$ cat src/rtl/uart_pkg.sv
// Shared definitions for the UART receive path: FSM state encoding,
// default timing constants and small helpers.
package uart_pkg;

    typedef enum logic [2:0] {
        RX_IDLE      = 3'd0,
        RX_START     = 3'd1,
        RX_DATA      = 3'd2,
        RX_STOP      = 3'd3,
        RX_WAIT_HIGH = 3'd4
    } rx_state_e;

    localparam int   CLKS_PER_BIT = 868;
    localparam int   DATA_BITS    = 8;
    localparam logic IDLE_LEVEL   = 1'b1;

    // Counter value at which the start bit is sampled (its midpoint).
    function automatic int half_bit_last(input int cpb);
        return (cpb / 2) - 1;
    endfunction

endpackage

$ cat src/rtl/uart_receiver_if.sv
// Byte delivery bundle between the UART receiver (master) and its consumer (slave).
interface uart_receiver_if;
    import uart_pkg::*;

    logic [DATA_BITS-1:0] data;
    logic                 data_valid;
    logic                 data_ack;
    logic                 framing_err;
    logic                 overrun;
    logic                 busy;

    modport master (
        output data, data_valid, framing_err, overrun, busy,
        input  data_ack
    );

    modport slave (
        input  data, data_valid, framing_err, overrun, busy,
        output data_ack
    );

endinterface

$ cat src/rtl/uart_sync2.sv
// Two-flop synchroniser for an asynchronous single-bit input; the reset
// value is a parameter so an idle-high line does not look like a start edge.
module uart_sync2 #(
    parameter logic RST_VAL = 1'b1
) (
    input  logic clk,
    input  logic rst_n,
    input  logic d,
    output logic q
);

    logic ff1_q;
    logic ff2_q;

    // Synchroniser chain
    always_ff @(posedge clk or negedge rst_n) begin
        if (!rst_n) begin
            ff1_q <= RST_VAL;
            ff2_q <= RST_VAL;
        end else begin
            ff1_q <= d;
            ff2_q <= ff1_q;
        end
    end

    assign q = ff2_q;

endmodule

$ cat src/rtl/uart_receiver.sv
// Oversampling 8N1 UART receiver with valid/ack byte delivery and
// framing/overrun error pulses.
module uart_receiver
    import uart_pkg::*;
#(
    parameter int CLKS_PER_BIT = uart_pkg::CLKS_PER_BIT
) (
    input  logic             clk,
    input  logic             rst_n,
    input  logic             RsRx,
    uart_receiver_if.master  rx_if
);

    localparam int CNT_W = $clog2(CLKS_PER_BIT);
    localparam int IDX_W = $clog2(DATA_BITS + 1);
    localparam logic [CNT_W-1:0] CNT_LAST = CNT_W'(CLKS_PER_BIT - 1);
    localparam logic [CNT_W-1:0] CNT_HALF = CNT_W'(half_bit_last(CLKS_PER_BIT));
    localparam logic [IDX_W-1:0] IDX_LAST = IDX_W'(DATA_BITS - 1);

    logic                 rx_s;
    rx_state_e            state_q, state_d;
    logic [CNT_W-1:0]     bit_cnt_q, bit_cnt_d;
    logic [IDX_W-1:0]     idx_q, idx_d;
    logic [DATA_BITS-1:0] shift_q, shift_d;
    logic [DATA_BITS-1:0] data_q, data_d;
    logic                 data_valid_q, data_valid_d;
    logic                 framing_err_q, framing_err_d;
    logic                 overrun_q, overrun_d;
    logic                 busy_q, busy_d;
    logic                 commit_s;

    uart_sync2 #(.RST_VAL(IDLE_LEVEL)) u_sync (
        .clk   (clk),
        .rst_n (rst_n),
        .d     (RsRx),
        .q     (rx_s)
    );

    // Next-state, datapath and handshake logic
    always_comb begin
        state_d       = state_q;
        bit_cnt_d     = bit_cnt_q;
        idx_d         = idx_q;
        shift_d       = shift_q;
        data_d        = data_q;
        data_valid_d  = data_valid_q;
        framing_err_d = 1'b0;
        overrun_d     = 1'b0;
        commit_s      = 1'b0;

        case (state_q)
            RX_IDLE: begin
                if (rx_s == 1'b0) begin
                    state_d   = RX_START;
                    bit_cnt_d = '0;
                end else begin
                    state_d   = RX_IDLE;
                end
            end
            RX_START: begin
                if (bit_cnt_q == CNT_HALF) begin
                    bit_cnt_d = '0;
                    idx_d     = '0;
                    if (rx_s == 1'b0) begin
                        state_d = RX_DATA;
                    end else begin
                        state_d = RX_IDLE;
                    end
                end else begin
                    bit_cnt_d = bit_cnt_q + 1'b1;
                end
            end
            // Sampling is offset by half a bit, so the end of each count lands mid-bit
            RX_DATA: begin
                if (bit_cnt_q == CNT_LAST) begin
                    shift_d   = {rx_s, shift_q[DATA_BITS-1:1]};
                    bit_cnt_d = '0;
                    idx_d     = idx_q + 1'b1;
                    if (idx_q == IDX_LAST) begin
                        state_d = RX_STOP;
                    end else begin
                        state_d = RX_DATA;
                    end
                end else begin
                    bit_cnt_d = bit_cnt_q + 1'b1;
                end
            end
            RX_STOP: begin
                if (bit_cnt_q == CNT_LAST) begin
                    bit_cnt_d     = '0;
                    commit_s      = rx_s;
                    framing_err_d = ~rx_s;
                    state_d       = rx_s ? RX_IDLE : RX_WAIT_HIGH;
                end else begin
                    bit_cnt_d = bit_cnt_q + 1'b1;
                end
            end
            RX_WAIT_HIGH: begin
                if (rx_s == 1'b1) begin
                    state_d = RX_IDLE;
                end else begin
                    state_d = RX_WAIT_HIGH;
                end
            end
            default: begin
                state_d   = RX_IDLE;
                bit_cnt_d = '0;
                idx_d     = '0;
            end
        endcase

        // An ack in the commit cycle frees the holding register for the new byte
        if (commit_s) begin
            if (!data_valid_q || rx_if.data_ack) begin
                data_d       = shift_q;
                data_valid_d = 1'b1;
            end else begin
                overrun_d    = 1'b1;
            end
        end else if (data_valid_q && rx_if.data_ack) begin
            data_valid_d = 1'b0;
        end else begin
            data_valid_d = data_valid_q;
        end

        busy_d = (state_d != RX_IDLE);
    end

    // State and output registers
    always_ff @(posedge clk or negedge rst_n) begin
        if (!rst_n) begin
            state_q       <= RX_IDLE;
            bit_cnt_q     <= '0;
            idx_q         <= '0;
            shift_q       <= '0;
            data_q        <= '0;
            data_valid_q  <= 1'b0;
            framing_err_q <= 1'b0;
            overrun_q     <= 1'b0;
            busy_q        <= 1'b0;
        end else begin
            state_q       <= state_d;
            bit_cnt_q     <= bit_cnt_d;
            idx_q         <= idx_d;
            shift_q       <= shift_d;
            data_q        <= data_d;
            data_valid_q  <= data_valid_d;
            framing_err_q <= framing_err_d;
            overrun_q     <= overrun_d;
            busy_q        <= busy_d;
        end
    end

    assign rx_if.data        = data_q;
    assign rx_if.data_valid  = data_valid_q;
    assign rx_if.framing_err = framing_err_q;
    assign rx_if.overrun     = overrun_q;
    assign rx_if.busy        = busy_q;

endmodule

$ cat src/flat_wrapper.sv
// flat-port wrapper written by rule: the top's interface ports become plain ports
module uart_receiver_flat import uart_pkg::*;
#(
    parameter int CLKS_PER_BIT = uart_pkg::CLKS_PER_BIT
)
  (clk, rst_n, RsRx, rx_if_data, rx_if_data_valid, rx_if_framing_err, rx_if_overrun, rx_if_busy, rx_if_data_ack);
  uart_receiver_if rx_if_i ();
  input  logic clk;
  input  logic rst_n;
  input  logic RsRx;
  output wire logic [$bits(rx_if_i.data)-1:0] rx_if_data;
  output wire logic [$bits(rx_if_i.data_valid)-1:0] rx_if_data_valid;
  output wire logic [$bits(rx_if_i.framing_err)-1:0] rx_if_framing_err;
  output wire logic [$bits(rx_if_i.overrun)-1:0] rx_if_overrun;
  output wire logic [$bits(rx_if_i.busy)-1:0] rx_if_busy;
  input wire logic [$bits(rx_if_i.data_ack)-1:0] rx_if_data_ack;
  assign rx_if_data = rx_if_i.data;
  assign rx_if_data_valid = rx_if_i.data_valid;
  assign rx_if_framing_err = rx_if_i.framing_err;
  assign rx_if_overrun = rx_if_i.overrun;
  assign rx_if_busy = rx_if_i.busy;
  assign rx_if_i.data_ack = rx_if_data_ack;
  uart_receiver #(.CLKS_PER_BIT(CLKS_PER_BIT)) u_core (.clk(clk), .rst_n(rst_n), .RsRx(RsRx), .rx_if(rx_if_i));
endmodule
$ cat config.mk
export PLATFORM = sky130hd
export DESIGN_NAME = uart_receiver_flat
export DESIGN_NICKNAME = d
export VERILOG_FILES = /design/src/rtl/uart_pkg.sv /design/src/rtl/uart_receiver_if.sv /design/src/rtl/uart_sync2.sv /design/src/rtl/uart_receiver.sv /design/src/flat_wrapper.sv
export SDC_FILE = /design/constraint.sdc
export NUM_CORES = 1
export LEC_CHECK = 0
export ABC_AREA = 1
export CAP_MARGIN = 20
export CORE_MARGIN = 3
export CORE_UTILIZATION = 60
export DETAILED_ROUTE_END_ITERATION = 8
export GPL_TIMING_DRIVEN = 0
export PLACE_DENSITY = 0.92
export SKIP_LAST_GASP = 1
export SLEW_MARGIN = 25
export SYNTH_ARGS = -nofsm -noshare
export SYNTH_HDL_FRONTEND = slang
export SYNTH_HIERARCHICAL = 1
export SYNTH_SLANG_ARGS = --single-unit
$ cat constraint.sdc
create_clock -name clk -period 2.76 [get_ports clk]
set_input_delay 0.69 -clock clk [delete_from_list [all_inputs] [get_ports clk]]
set_output_delay 0.69 -clock clk [all_outputs]
set_load 0.03 [all_outputs]
-- Word-level counts from Yosys, hierarchy flattened
Cells that the tools add are included.
- input port bits: 4
- logic and storage cells: 64
- register bits after elaboration: 39
- output and inout bits: 12
- equal/unequal tests: 11
- reductions and logical operators: 13
- bitwise gates (word level): 3
- mux-type cells: 24
- add/sub/neg operators: 2
- operator list (operator ; count):
    $pmux 10 s4 ; 1
    $mux 10 ; 3
    $pmux 3 s5 ; 1
    $mux 3 ; 4
    $pmux 4 s3 ; 1
    $mux 1 ; 11
    $add 10x1->10 const B ; 1
    $eq 10x10->1 const B ; 1
    $eq 10x9->1 const B ; 1
    $mux 4 ; 2
    $reduce_and 2->1 ; 4
    $eq 3x2->1 const B ; 2
    $add 4x1->4 const B ; 1
    $eq 4x3->1 const B ; 1
    $ne 2x1->1 const B ; 2
    $ne 2x2->1 const B ; 2
    $eq 3x1->1 const B ; 1
    $eq 3x3->1 const B ; 1
    $logic_not 3->1 ; 1
    $not 1->1 ; 3
    $reduce_and 3->1 ; 1
    $reduce_bool 3->1 ; 1
    $reduce_or 3->1 ; 1
    $mux 2 ; 1
    5 further kinds ; 5

-- Depth between registers and ports, before layout
Gate-level depths: netlist of the first run.
- depth after elaboration: 5
- mapped depth: 11
- mapped depth without buffers: 11

-- Hierarchy
The synthesis of the first run kept the hierarchy.
- modules (own cells, without submodules) (module ; sequential area each (um2) ; times used ; cells each ; area each (um2)):
    uart_receiver ; 925.9 ; 1 ; 239 ; 1890.6
    uart_sync2 ; 52.6 ; 1 ; 2 ; 52.6

-- Worst setup path after synthesis of the first run
Ideal clock, no wire load.
- kind: register to register
- from: register u_core.bit_cnt_q[0]
- to: register u_core.data_q[0], in the netlist u_core/rx_if.data[0]
- data required time: 2642 ps
- slack: 1315 ps
- path buffers: 1
- stages on the path, launching flop included: 10
- period minus slack after synthesis: 1445 ps
- library setup time: 118 ps
- arrival: 1327 ps
- path through: dfrtp_1 ha_1 nand2_1 nor2_4 nand2_4 buf_6 nor2_8 nand3_4 nand2_1 nand2_1
- cells in the longest elaborated chain, start to end: 4
- ends and longest elaborated chain (element ; RTL line ; source):
    start: declaration ; uart_receiver.sv:22 ; logic [CNT_W-1:0] bit_cnt_q, bit_cnt_d;
    start signal: assignment ; uart_receiver.sv:143 ; bit_cnt_q <= bit_cnt_d;
    $eq 10x10->1 ; uart_receiver.sv:89 ; if (bit_cnt_q == CNT_LAST) begin
    $mux 1 ; uart_receiver.sv:89 ;
    $mux 1 ; uart_receiver.sv:51 ; case (state_q)
    $reduce_and 2->1 (no line) ; - ;
    end signal: assignment ; uart_receiver.sv:146 ; data_q <= data_d;
    end: declaration ; uart_receiver.sv:25 ; logic [DATA_BITS-1:0] data_q, data_d;
Every way passes these cells.
A chain may end at the register's enable or synchronous reset.

-- Worst setup path in the final report of the first run
- from: register u_core.data_valid_q, in the netlist u_core/rx_if.data_valid
- to: output rx_if_data_valid
- RTL lines (element ; RTL line ; source):
    start: declaration ; uart_receiver.sv:26 ; logic data_valid_q, data_valid_d;
    start signal: assignment ; uart_receiver.sv:147 ; data_valid_q <= data_valid_d;
    end: declaration ; flat_wrapper.sv:12 ; output wire logic [$bits(rx_if_i.data_valid)-1:0] rx_if_data_valid;
No word-level cell between the ends.

==> qor.yml, run 1 <==
hold_path:
  worstHoldPathType: "primary input to asynchronous set/reset pin"
synth:
  syn-num-nets: 248
  netlist_instances: 241
  synthTopCellsByCount: "85 x nand2_1, 37 x dfrtp_1, 23 x inv_1, 23 x nand3_1, 19 x nor2_1"
  avgSynthCellArea_um2: 8.063
  dominantRegCellSynth: "dfrtp_1"
  synth_top_area_share_pct: 47.65
  netlist_area_um2: 1943
  synthArstFlopShare_pct: 100.0
  yosysMostFrequentCell: "nand2_1"
  synth.distinct_cells: 27
  ys_ff_latch: 39
  synth.yosys.seq_area_share_pct: 50.35
  ys.warnings.count: 6
  ys_top_cells_by_area: "dfrtp_1 48%, nand2_1 16%, nand3_1 5.9%, inv_1 4.4%, nor2_1 3.7%"
  synth-edff-count: 0
  yosys.area.top_type: "dfrtp_1"
critical_path:
  crit_fanout: 2
  endpoint_kind: "output pin"
  cp.required_ns: 2.07
  crit_family: "buffers and inverters"
  arrival_ns: 1.37
  worstSetupStartpoint: "u_core/rx_if.data_valid"
  crit_type: "register to output pin"
  slowest_stage: "clkdlybuf4s50_1"
  r2r_start: "u_core/bit_cnt_q[0]"
  crit_chain: "clkdlybuf4s50_1"
  cp_slowest_stage_delay_ns: 0.68
  start_kind: "register"
  worst-path-buf-inv: 1
pwr:
  clkPwrFrac_pct: 39.7
  power_switching_share_pct: 19.71
  p_seq_share_pct: 58.1
  power_density_nw_per_um2: 439.8
  finalPower_w: 0.0009894
  ir_drop_uv: 299.7
  p_leak_nw: 1.195
  switching_power_w: 0.0001950
  power_frac_comb_pct: 2.2
  intPower_w: 0.0007944
finish:
  antenna_cells: 0
  nets: 271
  drive_above_1_share_pct: 11.32
  area_delta_synth_final_pct: 15.78
drt:
  vias: 1593
  antenna_left: 0
  drc: 0
  post_drt_wl_per_cell_um: 12.12
  via_per_inst: 5.155
  wl_mm: 3.746
  firstDrtPassIters: 4
  drtIter0Drc: 109
die:
  start_util_pct: 63.13
  core_um2: 3078
  die-width_um: 62.91
  dieArea_um2: 3958
  rows: 20
  die_h_um: 62.91
  ios: 16
grt:
  grt_max_degree: 30
  grt.total_usage_pct: 22.00
  grt.overflow.total: 0
  grt_pass1_wl_mm: 6.920
  antenna_found_initial: 0
  grt_pass1_vias: 1523
clock_network:
  cts-root-buf: "clkbuf_4"
  cts_hold_buf: 0
  htree_levels: 2
  cts_tree: "done"
  cts_buffers: 5
  insertion_delay_ns: 0.34
  clkTransAtPathRegs_ns: 0.12
  cts_buffer_depth: 2
  cts_resized: 0
  post-cts-setup-buffer-count: 0
  cts_sinks: 39
sta:
  slew_headroom_pct: 70.33
  grt_setup_unrepaired: "no"
  worst_slew_pin_slew_ns: 0.4416
  finalSetupTns_ns: 0
  min_period_ns: 2.062
  clock.fmax_mhz: 484.9
  slew_violations: 0
  finalCritPeriodShare_pct: 74.73
  finalHoldViolCount: 0
  skew_ns: 0.01098
  setup_viol: 0
placed_design:
  dp_hpwl_mm: 2.714
  gp_congestion: 0.8812
  portBuffers: 15
run_status:
  outcome: "completed"
flow_run:
  cap_violations: 0
==> layout make-up <==
class	instances	area, um^2
plain buffers	3	20.02
fillers	219	828.3
repair buffers	16	165.2
clock buffers	6	51.30
clock inverters	2	35.03
multi-input cells	172	843.3
flip-flops and latches	39	978.4
inverters	27	101.3
well taps	44	55.05
==> power by group through the flow <==
stage	Clock [W]	Combinational, W	Sequential [W]
CTS	0.000406	0.0000225	0.000575
floorplan	0	0.00000384	0.000586
global route	0.000439	0.0000243	0.000575
detailed placement	0	0.0000224	0.000586
finish	0.000393	0.0000216	0.000575
global placement	0	0.0000195	0.000586
==> registers in the layout (all words and copies together) (netlist names) <==
signal	cells
u_core/rx_if.busy	1
u_core/state_q	3
u_core/rx_if.framing_err	1
u_core/u_sync/ff1_q	1
u_core/u_sync/q	1
u_core/idx_q	4
u_core/bit_cnt_q	10
u_core/shift_q	8
u_core/rx_if.data_valid	1
u_core/rx_if.data	8
u_core/rx_if.overrun	1
==> path summary, 6_finish.rpt <==
check | endpoint | slack [ns] | cells past startpoint
min in group clk | u_core/u_sync/q | 0.36 | 0
worst min-delay path | u_core/bit_cnt_q[8] | 0.21 | 1
worst max register to register | u_core/rx_if.busy | 1.07 | 9
worst min register to register | u_core/u_sync/q | 0.36 | 0
worst max-delay path | rx_if_data_valid | 0.70 | 1
max in group asynchronous | u_core/u_sync/ff1_q | 2.03 | 2
==> routing by layer <==
metal  vias up  GRT usage [%]  routed length, um
met5         -              0                  0
met4         0          8.540                 37
met3         5          4.137                199
met2        41          35.31               1793
met1       739          29.47               1716
li1        808              -                  -
==> cell families after synthesis <==
kind of cell	synth area share [%]
xor gates and xnor gates	0.4508
adders and majority gates	1.932
buffers and inverters	6.245
AOI/OAI and AO/OA	5.087
DFF	50.35
and+or+nand+nor	35.93
==> layout by cell type, fill, tap and decap left out, types with 2 or more instances in the layout <==
master | netlist | routed
nor2_4 | 2 | 2
nor2_1 | 19 | 19
dfstp_2 | 2 | 2
nand3_1 | 23 | 23
nor3_1 | 4 | 4
nor2_2 | 3 | 3
inv_2 | 4 | 4
nand2_1 | 85 | 85
buf_2 | 1 | 2
ha_1 | 3 | 3
inv_1 | 23 | 23
dfrtp_1 | 37 | 37
nand4_1 | 8 | 8
a21oi_1 | 2 | 2
o21ai_0 | 13 | 13
clkdlybuf4s50_1 | 0 | 14
clkbuf_4 | 0 | 5
==> through the flow <==
stage	cell area (um^2)	cells	hold WS [ns]	setup slack (ns)	utilization [%]
floorplan	1943	241	0.3452	1.315	-
global placement	2148	300	0.3465	0.1336	69.80
detailed placement	2163	301	0.3473	0.8344	70.28
CTS	2250	309	0.2006	0.6708	73.09
global route	2250	309	0.1921	0.6162	73.09
finish	2250	309	0.2081	0.6976	73.09
(Power assumes the default switching activity.)
==> inputs of run 2 (changes only) <==
--- a/config.mk
+++ b/config.mk
@@ -8,10 +8,10 @@
 export ABC_AREA = 1
 export CAP_MARGIN = 20
 export CORE_MARGIN = 3
-export CORE_UTILIZATION = 60
+export CORE_UTILIZATION = 51
 export DETAILED_ROUTE_END_ITERATION = 8
 export GPL_TIMING_DRIVEN = 0
-export PLACE_DENSITY = 0.92
+export PLACE_DENSITY = 0.84
 export SKIP_LAST_GASP = 1
 export SLEW_MARGIN = 25
 export SYNTH_ARGS = -nofsm -noshare
==> constraint.sdc (replaced) <==
create_clock -name clk -period 1.8 [get_ports clk]
set_input_delay 0.45 -clock clk [delete_from_list [all_inputs] [get_ports clk]]
set_output_delay 0.45 -clock clk [all_outputs]
set_load 0.03 [all_outputs]
==> qor.yml, run 2 (same netlist as run 1, synthesis figures left out) <==
grt:
  grtUsageMet3_pct: 4.493  # was 4.137%
  gr-max-usage-layer: "met2"  # unchanged
  grt_max_degree: 32  # was 30
  grt_pass1_wl_mm: 6.299  # was 6.920 mm
  grt_use_met2_pct: 28.92  # was 35.31%
  grt.overflow.total: 0  # unchanged
  grt_use_met1_pct: 23.97  # was 29.47%
  grt.total_usage_pct: 18.75  # was 22.00%
  antenna_found_initial: 0  # unchanged
  grt_pass1_vias: 1471  # was 1523
critical_path:
  start_kind: "register"  # unchanged
  crit_family: "buffers and inverters"  # unchanged
  arrival_ns: 1.32  # was 1.37 ns
  crit_fanout: 2  # unchanged
  r2r_cells: 9  # unchanged
  crit_chain: "clkdlybuf4s50_1"  # unchanged
  r2r_start: "u_core/bit_cnt_q[0]"  # unchanged
  r2r-end: "u_core/rx_if.data[7]"  # was u_core/rx_if.busy
  slowest_stage: "clkdlybuf4s50_1"  # unchanged
  r2r_slack_ns: 0.17  # was 1.07 ns
  cp_slowest_stage_delay_ns: 0.68  # about the same
  path_depth: 1  # unchanged
  crit_type: "register to output pin"  # unchanged
  worst-path-buf-inv: 1  # unchanged
  cp.required_ns: 1.35  # was 2.07 ns
  endpoint_kind: "output pin"  # unchanged
drt:
  antenna_left: 0  # unchanged
  firstDrtPassIters: 5  # was 4
  wl_mm: 3.676  # was 3.746 mm
  drtIter0Drc: 128  # was 109
  post_drt_wl_per_cell_um: 11.86  # was 12.12 um
  via_per_inst: 5.229  # was 5.155
  drc: 0  # unchanged
  vias: 1621  # was 1593
die:
  core_um2: 3495  # was 3078 um^2
  dieArea_um2: 4587  # was 3958 um^2
  start_util_pct: 55.60  # was 63.13%
  die-width_um: 67.73  # was 62.91 um
  ios: 16  # unchanged
  die_h_um: 67.73  # was 62.91 um
  rows: 21  # was 20
finish:
  layout.cells.non_filler: 310  # was 309
  top_register: "u_core/bit_cnt_q"  # unchanged
  antenna_cells: 0  # unchanged
  final_common_cell: "nand2_1"  # unchanged
  area_delta_synth_final_pct: 16.61  # was 15.78%
  largest_register_ffs: 10  # unchanged
  design_area_um2: 2266  # was 2250 um^2
  final_cell_mix: "84 x nand2_1, 37 x dfrtp_1, 23 x inv_1, 23 x nand3_1, 19 x nor2_1"  # was 85 x nand2_1, 37 x dfrtp_1, 23 x inv_1, 23 x nand3_1, 19 x nor2_1
  fillers: 278  # was 219
  drive_above_1_share_pct: 11.36  # was 11.32%
  nets: 271  # unchanged
  utilization_pct: 64.84  # was 73.09%
flow_run:
  cap_violations: 0  # unchanged
clock_network:
  cts-root-buf: "clkbuf_8"  # was clkbuf_4
  cts_sinks: 39  # unchanged
  insertion_delay_ns: 0.29  # was 0.34 ns
  htree_levels: 2  # unchanged
  clkTransAtPathRegs_ns: 0.07  # was 0.12 ns
  cts_buffers: 5  # unchanged
  cts_tree: "done"  # unchanged
  cts_buffer_depth: 2  # unchanged
hold_path:
  worstHoldPathType: "primary input to asynchronous set/reset pin"  # unchanged
placed_design:
  dp.cells: 303  # was 301
  dp_hpwl_mm: 2.729  # was 2.714 mm
  portBuffers: 15  # unchanged
  dpl-instance-area_um2: 2166  # was 2163 um^2
  gp_congestion: 0.8876  # was 0.8812
sta:
  slew_headroom_pct: 69.76  # was 70.33%
  min_period_ns: 1.771
  finalCritPeriodShare_pct: 98.41
  finalHoldViolCount: 0  # unchanged
  skew_ns: 0.008427  # was 0.01098 ns
  clock.fmax_mhz: 564.5
  setup_viol: 0  # unchanged
  finalSetupTns_ns: 0  # unchanged
  worst_slew_pin_slew_ns: 0.4501  # was 0.4416 ns
  slew_violations: 0  # unchanged
  grt_setup_unrepaired: "no"  # unchanged
pwr:
  finalPower_w: 0.001505  # was 0.0009894 W
  ir_drop_uv: 405.3  # was 299.7 uV
  p_leak_nw: 1.231  # was 1.195 nW
  power_density_nw_per_um2: 664.0  # was 439.8 nW/um^2
run_status:
  outcome: "completed"  # unchanged
-- run 2: worst max-delay path by stage --
| stage | slack, ns | from | end |
|---|---|---|---|
| 2_1_floorplan | 0.36 | u_core/bit_cnt_q[0] | u_core/rx_if.data[0] |
| 3_3_place_gp | -0.60 | rst_n | u_core/shift_q[4] |
| 3_5_place_dp | 0.12 | rx_if_data_ack | u_core/rx_if.data[4] |
| 4_1_cts | 0.007 | u_core/rx_if.data[7] | rx_if_data[7] |
| 5_1_grt | 0.002 | u_core/rx_if.data[3] | rx_if_data[3] |
| 6_report | 0.03 | u_core/rx_if.data[3] | rx_if_data[3] |
-- run 2: area by class of cell --
| cell class | count | area [um^2] | share of cell area [%] |
|---|---|---|---|
| Sequential cell | 39 | 978.4 | 43.18 |
| Multi-Input combinational cell | 172 | 850.8 | 37.55 |
| Timing Repair Buffer | 16 | 170.2 | 7.510 |
| Inverter | 27 | 101.3 | 4.473 |
| Clock buffer | 6 | 82.58 | 3.644 |
| Tap cell | 46 | 57.56 | 2.540 |
| Buffer | 3 | 20.02 | 0.8835 |
| Clock inverter | 1 | 5.005 | 0.2209 |
-- run 2: metrics by stage --
stage / setup slack (ns) / hold slack, ns
6_report: 0.02860 / 0.007069
2_1_floorplan: 0.3551 / 0.1544
5_1_grt: 0.001977 / 0.01465
4_1_cts: 0.007468 / 0.007910
3_5_place_dp: 0.1177 / 0.3290
3_3_place_gp: -0.6023 / 0.3460
-- run 2: layer usage --
layer	share of wire, %	vias up
met3	5.6	7
met1	47	754
met2	45	43
met4	2.2	0
met5	0	-
li1	-	817
-- run 2: report_power, final --
group / switching (W) / internal (W) / leakage, nW
Clock: 0.000290 / 0.000300 / 0.0470
Combinational: 0.0000230 / 0.00000997 / 0.666
Sequential: 0.00000148 / 0.000880 / 0.518
Total: 0.000314 / 0.00119 / 1.23
-- run 2: repair_timing --
action | 4_1_cts | 5_1_grt
buffers inserted | 0 | 0
resized for setup | 0 | 4
endpoints found under the setup margin | 0 | 5
hold buffers | 0 | 0
==> inputs of run 3 (changes only) <==
--- a/config.mk
+++ b/config.mk
@@ -11,7 +11,7 @@
 export CORE_UTILIZATION = 51
 export DETAILED_ROUTE_END_ITERATION = 8
 export GPL_TIMING_DRIVEN = 0
-export PLACE_DENSITY = 0.84
+export PLACE_DENSITY = 0.74
 export SKIP_LAST_GASP = 1
 export SLEW_MARGIN = 25
 export SYNTH_ARGS = -nofsm -noshare
==> qor.yml, run 3 (same netlist as run 1, synthesis figures left out) <==
critical_path:
  crit_family: "buffers and inverters"  # unchanged
  r2r_slack_ns: 0.17  # about the same
  arrival_ns: 1.30  # was 1.32 ns
  crit_chain: "clkdlybuf4s50_1"  # unchanged
  start_kind: "register"  # unchanged
  cp_slowest_stage_delay_ns: 0.66  # was 0.68 ns
  endpoint_kind: "output pin"  # unchanged
  slowest_stage: "clkdlybuf4s50_1"  # unchanged
  r2r_start: "u_core/bit_cnt_q[0]"  # unchanged
  crit_type: "register to output pin"  # unchanged
  path_depth: 1  # unchanged
  r2r-end: "u_core/rx_if.data[2]"  # was u_core/rx_if.data[7]
  worst-path-buf-inv: 1  # unchanged
  crit_end: "rx_if_data[5]"  # was rx_if_data[3]
  r2r_cells: 9  # unchanged
  cp.required_ns: 1.35  # about the same
  crit_fanout: 2  # unchanged
  worstSetupStartpoint: "u_core/rx_if.data[5]"  # was u_core/rx_if.data[3]
die:
  die-width_um: 67.73  # unchanged
  die_h_um: 67.73  # unchanged
  ios: 16  # unchanged
  start_util_pct: 55.60  # unchanged
  core_um2: 3495  # unchanged
  dieArea_um2: 4587  # unchanged
  rows: 21  # unchanged
pwr:
  p_leak_nw: 1.337  # was 1.231 nW
  ir_drop_uv: 644.5  # was 405.3 uV
  finalPower_w: 0.001492  # was 0.001505 W
  power_density_nw_per_um2: 653.9  # was 664.0 nW/um^2
drt:
  drc: 0  # unchanged
  firstDrtPassIters: 4  # was 5
  wl_mm: 3.704  # was 3.676 mm
  via_per_inst: 5.071  # was 5.229
  antenna_left: 0  # unchanged
  post_drt_wl_per_cell_um: 11.91  # was 11.86 um
  drtIter0Drc: 91  # was 128
  vias: 1577  # was 1621
placed_design:
  gp_congestion: 0.8737  # was 0.8876
  pre_cts_slack_ns: 0.02961  # was 0.1177 ns
  portBuffers: 15  # unchanged
  dp_hpwl_mm: 2.781  # was 2.729 mm
hold_path:
  worstHoldPathType: "primary input to asynchronous set/reset pin"  # unchanged
finish:
  nets: 271  # unchanged
  final_cell_mix: "84 x nand2_1, 37 x dfrtp_1, 23 x inv_1, 23 x nand3_1, 19 x nor2_1"  # unchanged
  regArea_um2: 978.4  # unchanged
  drive_above_1_share_pct: 11.70  # was 11.36%
  final_common_cell: "nand2_1"  # unchanged
  area_delta_synth_final_pct: 17.45  # was 16.61%
  top_register: "u_core/bit_cnt_q"  # unchanged
  multiInputGateArea_um2: 850.8  # unchanged
  largest_register_ffs: 10  # unchanged
  fillers: 304  # was 278
  utilization_pct: 65.31  # was 64.84%
  antenna_cells: 0  # unchanged
run_status:
  outcome: "completed"  # unchanged
sta:
  finalWorstSetupSlack_ns: 0.05119  # was 0.02860 ns
  slew_violations: 0  # unchanged
  finalCritPeriodShare_pct: 97.16  # was 98.41%
  slew_headroom_pct: 69.17  # was 69.76%
  worst_slew_pin_slew_ns: 0.4589  # was 0.4501 ns
  skew_ns: 0.009190  # was 0.008427 ns
  min_period_ns: 1.749  # was 1.771 ns
  finalHoldViolCount: 0  # unchanged
  setup_viol: 0  # unchanged
  clock.fmax_mhz: 571.8  # was 564.5 MHz
  grt_setup_unrepaired: "no"  # unchanged
clock_network:
  cts_tree: "done"  # unchanged
  cts_buffer_depth: 2  # unchanged
  insertion_delay_ns: 0.29  # about the same
  clkTransAtPathRegs_ns: 0.08  # was 0.07 ns
  post-cts-setup-buffer-count: 0  # unchanged
  cts-root-buf: "clkbuf_8"  # unchanged
  cts_sinks: 39  # unchanged
  cts_buffers: 5  # unchanged
  htree_levels: 2  # unchanged
grt:
  grt.total_usage_pct: 19.29  # was 18.75%
  grt_max_degree: 26  # was 32
  grt_pass1_vias: 1468  # was 1471
  grt.overflow.total: 0  # unchanged
  grt_pass1_wl_mm: 6.403  # was 6.299 mm
  antenna_found_initial: 0  # unchanged
flow_run:
  cap_violations: 0  # unchanged
[run 3: cell types whose count changed in the layout (fill, tap and decap cells not counted), sizes merged]
cell,delta
clkbuf,-1
dlymetal6s2s,+6
clkinvlp,+2
clkdlybuf4s50,-6
[run 3: per-stage QoR]
stage | setup TNS (ns) | area (um^2) | hold slack, ns | std cells
5_1_grt | 0 | 2282 | 0.06937 | 311
3_5_place_dp | 0 | 2166 | 0.3475 | 303
3_3_place_gp | -23.73 | 2151 | 0.3458 | 302
4_1_cts | 0 | 2255 | 0.06796 | 311
2_1_floorplan | 0 | 1943 | 0.1544 | 241
6_report | 0 | 2282 | 0.06545 | 311
[run 3: layout make-up]
cell class	instances	share of cell area, %
multi-input combinational	172	37.28
sequential	39	42.87
clock inverter	3	0.8772
timing repair buffer	16	8.114
buffer	3	0.8772
tap	46	2.522
inverter	27	4.441
clock buffer	5	3.015
[run 3: worst reg2reg max path: stages (launching register included)]
cell     delay [ns]
dfrtp_1        0.43
ha_1           0.22
nand2_1        0.10
nor2_4         0.16
nand2_4        0.10
buf_6          0.16
nor2_8         0.08
nand3_4        0.12
nand2_1        0.09
nand2_1        0.06
[run 3: worst min-delay path by stage]
stage                           to  cells after the start                start
2_1_floorplan  u_core/bit_cnt_q[0]                      0                rst_n
3_3_place_gp       u_core/u_sync/q                      0  u_core/u_sync/ff1_q
3_5_place_dp       u_core/u_sync/q                      0  u_core/u_sync/ff1_q
4_1_cts          u_core/state_q[2]                      1                rst_n
5_1_grt          u_core/rx_if.busy                      1                rst_n
6_report         u_core/rx_if.busy                      1                rst_n
[run 3: repair_timing]
action | in CTS | in global routing
resized for setup | 0 | 10
setup endpoints to repair | 0 | 10
hold buffers | 0 | 0
[run 3: where the power goes]
group	switching, W	leakage (nW)	internal [W]
clock network	0.000308	0.0402	0.000269
registers	0.00000195	0.518	0.000880
logic	0.0000237	0.779	0.00000994
[run 3: layer usage]
| layer | routed length [um] | up-vias | global-route usage [%] |
|---|---|---|---|
| li1 | - | 812 | - |
| met3 | 146 | 7 | 4.160 |
| met1 | 1639 | 731 | 23.02 |
| met2 | 1834 | 27 | 31.23 |
| met4 | 82 | 0 | 12.41 |
| met5 | 0 | - | 0 |
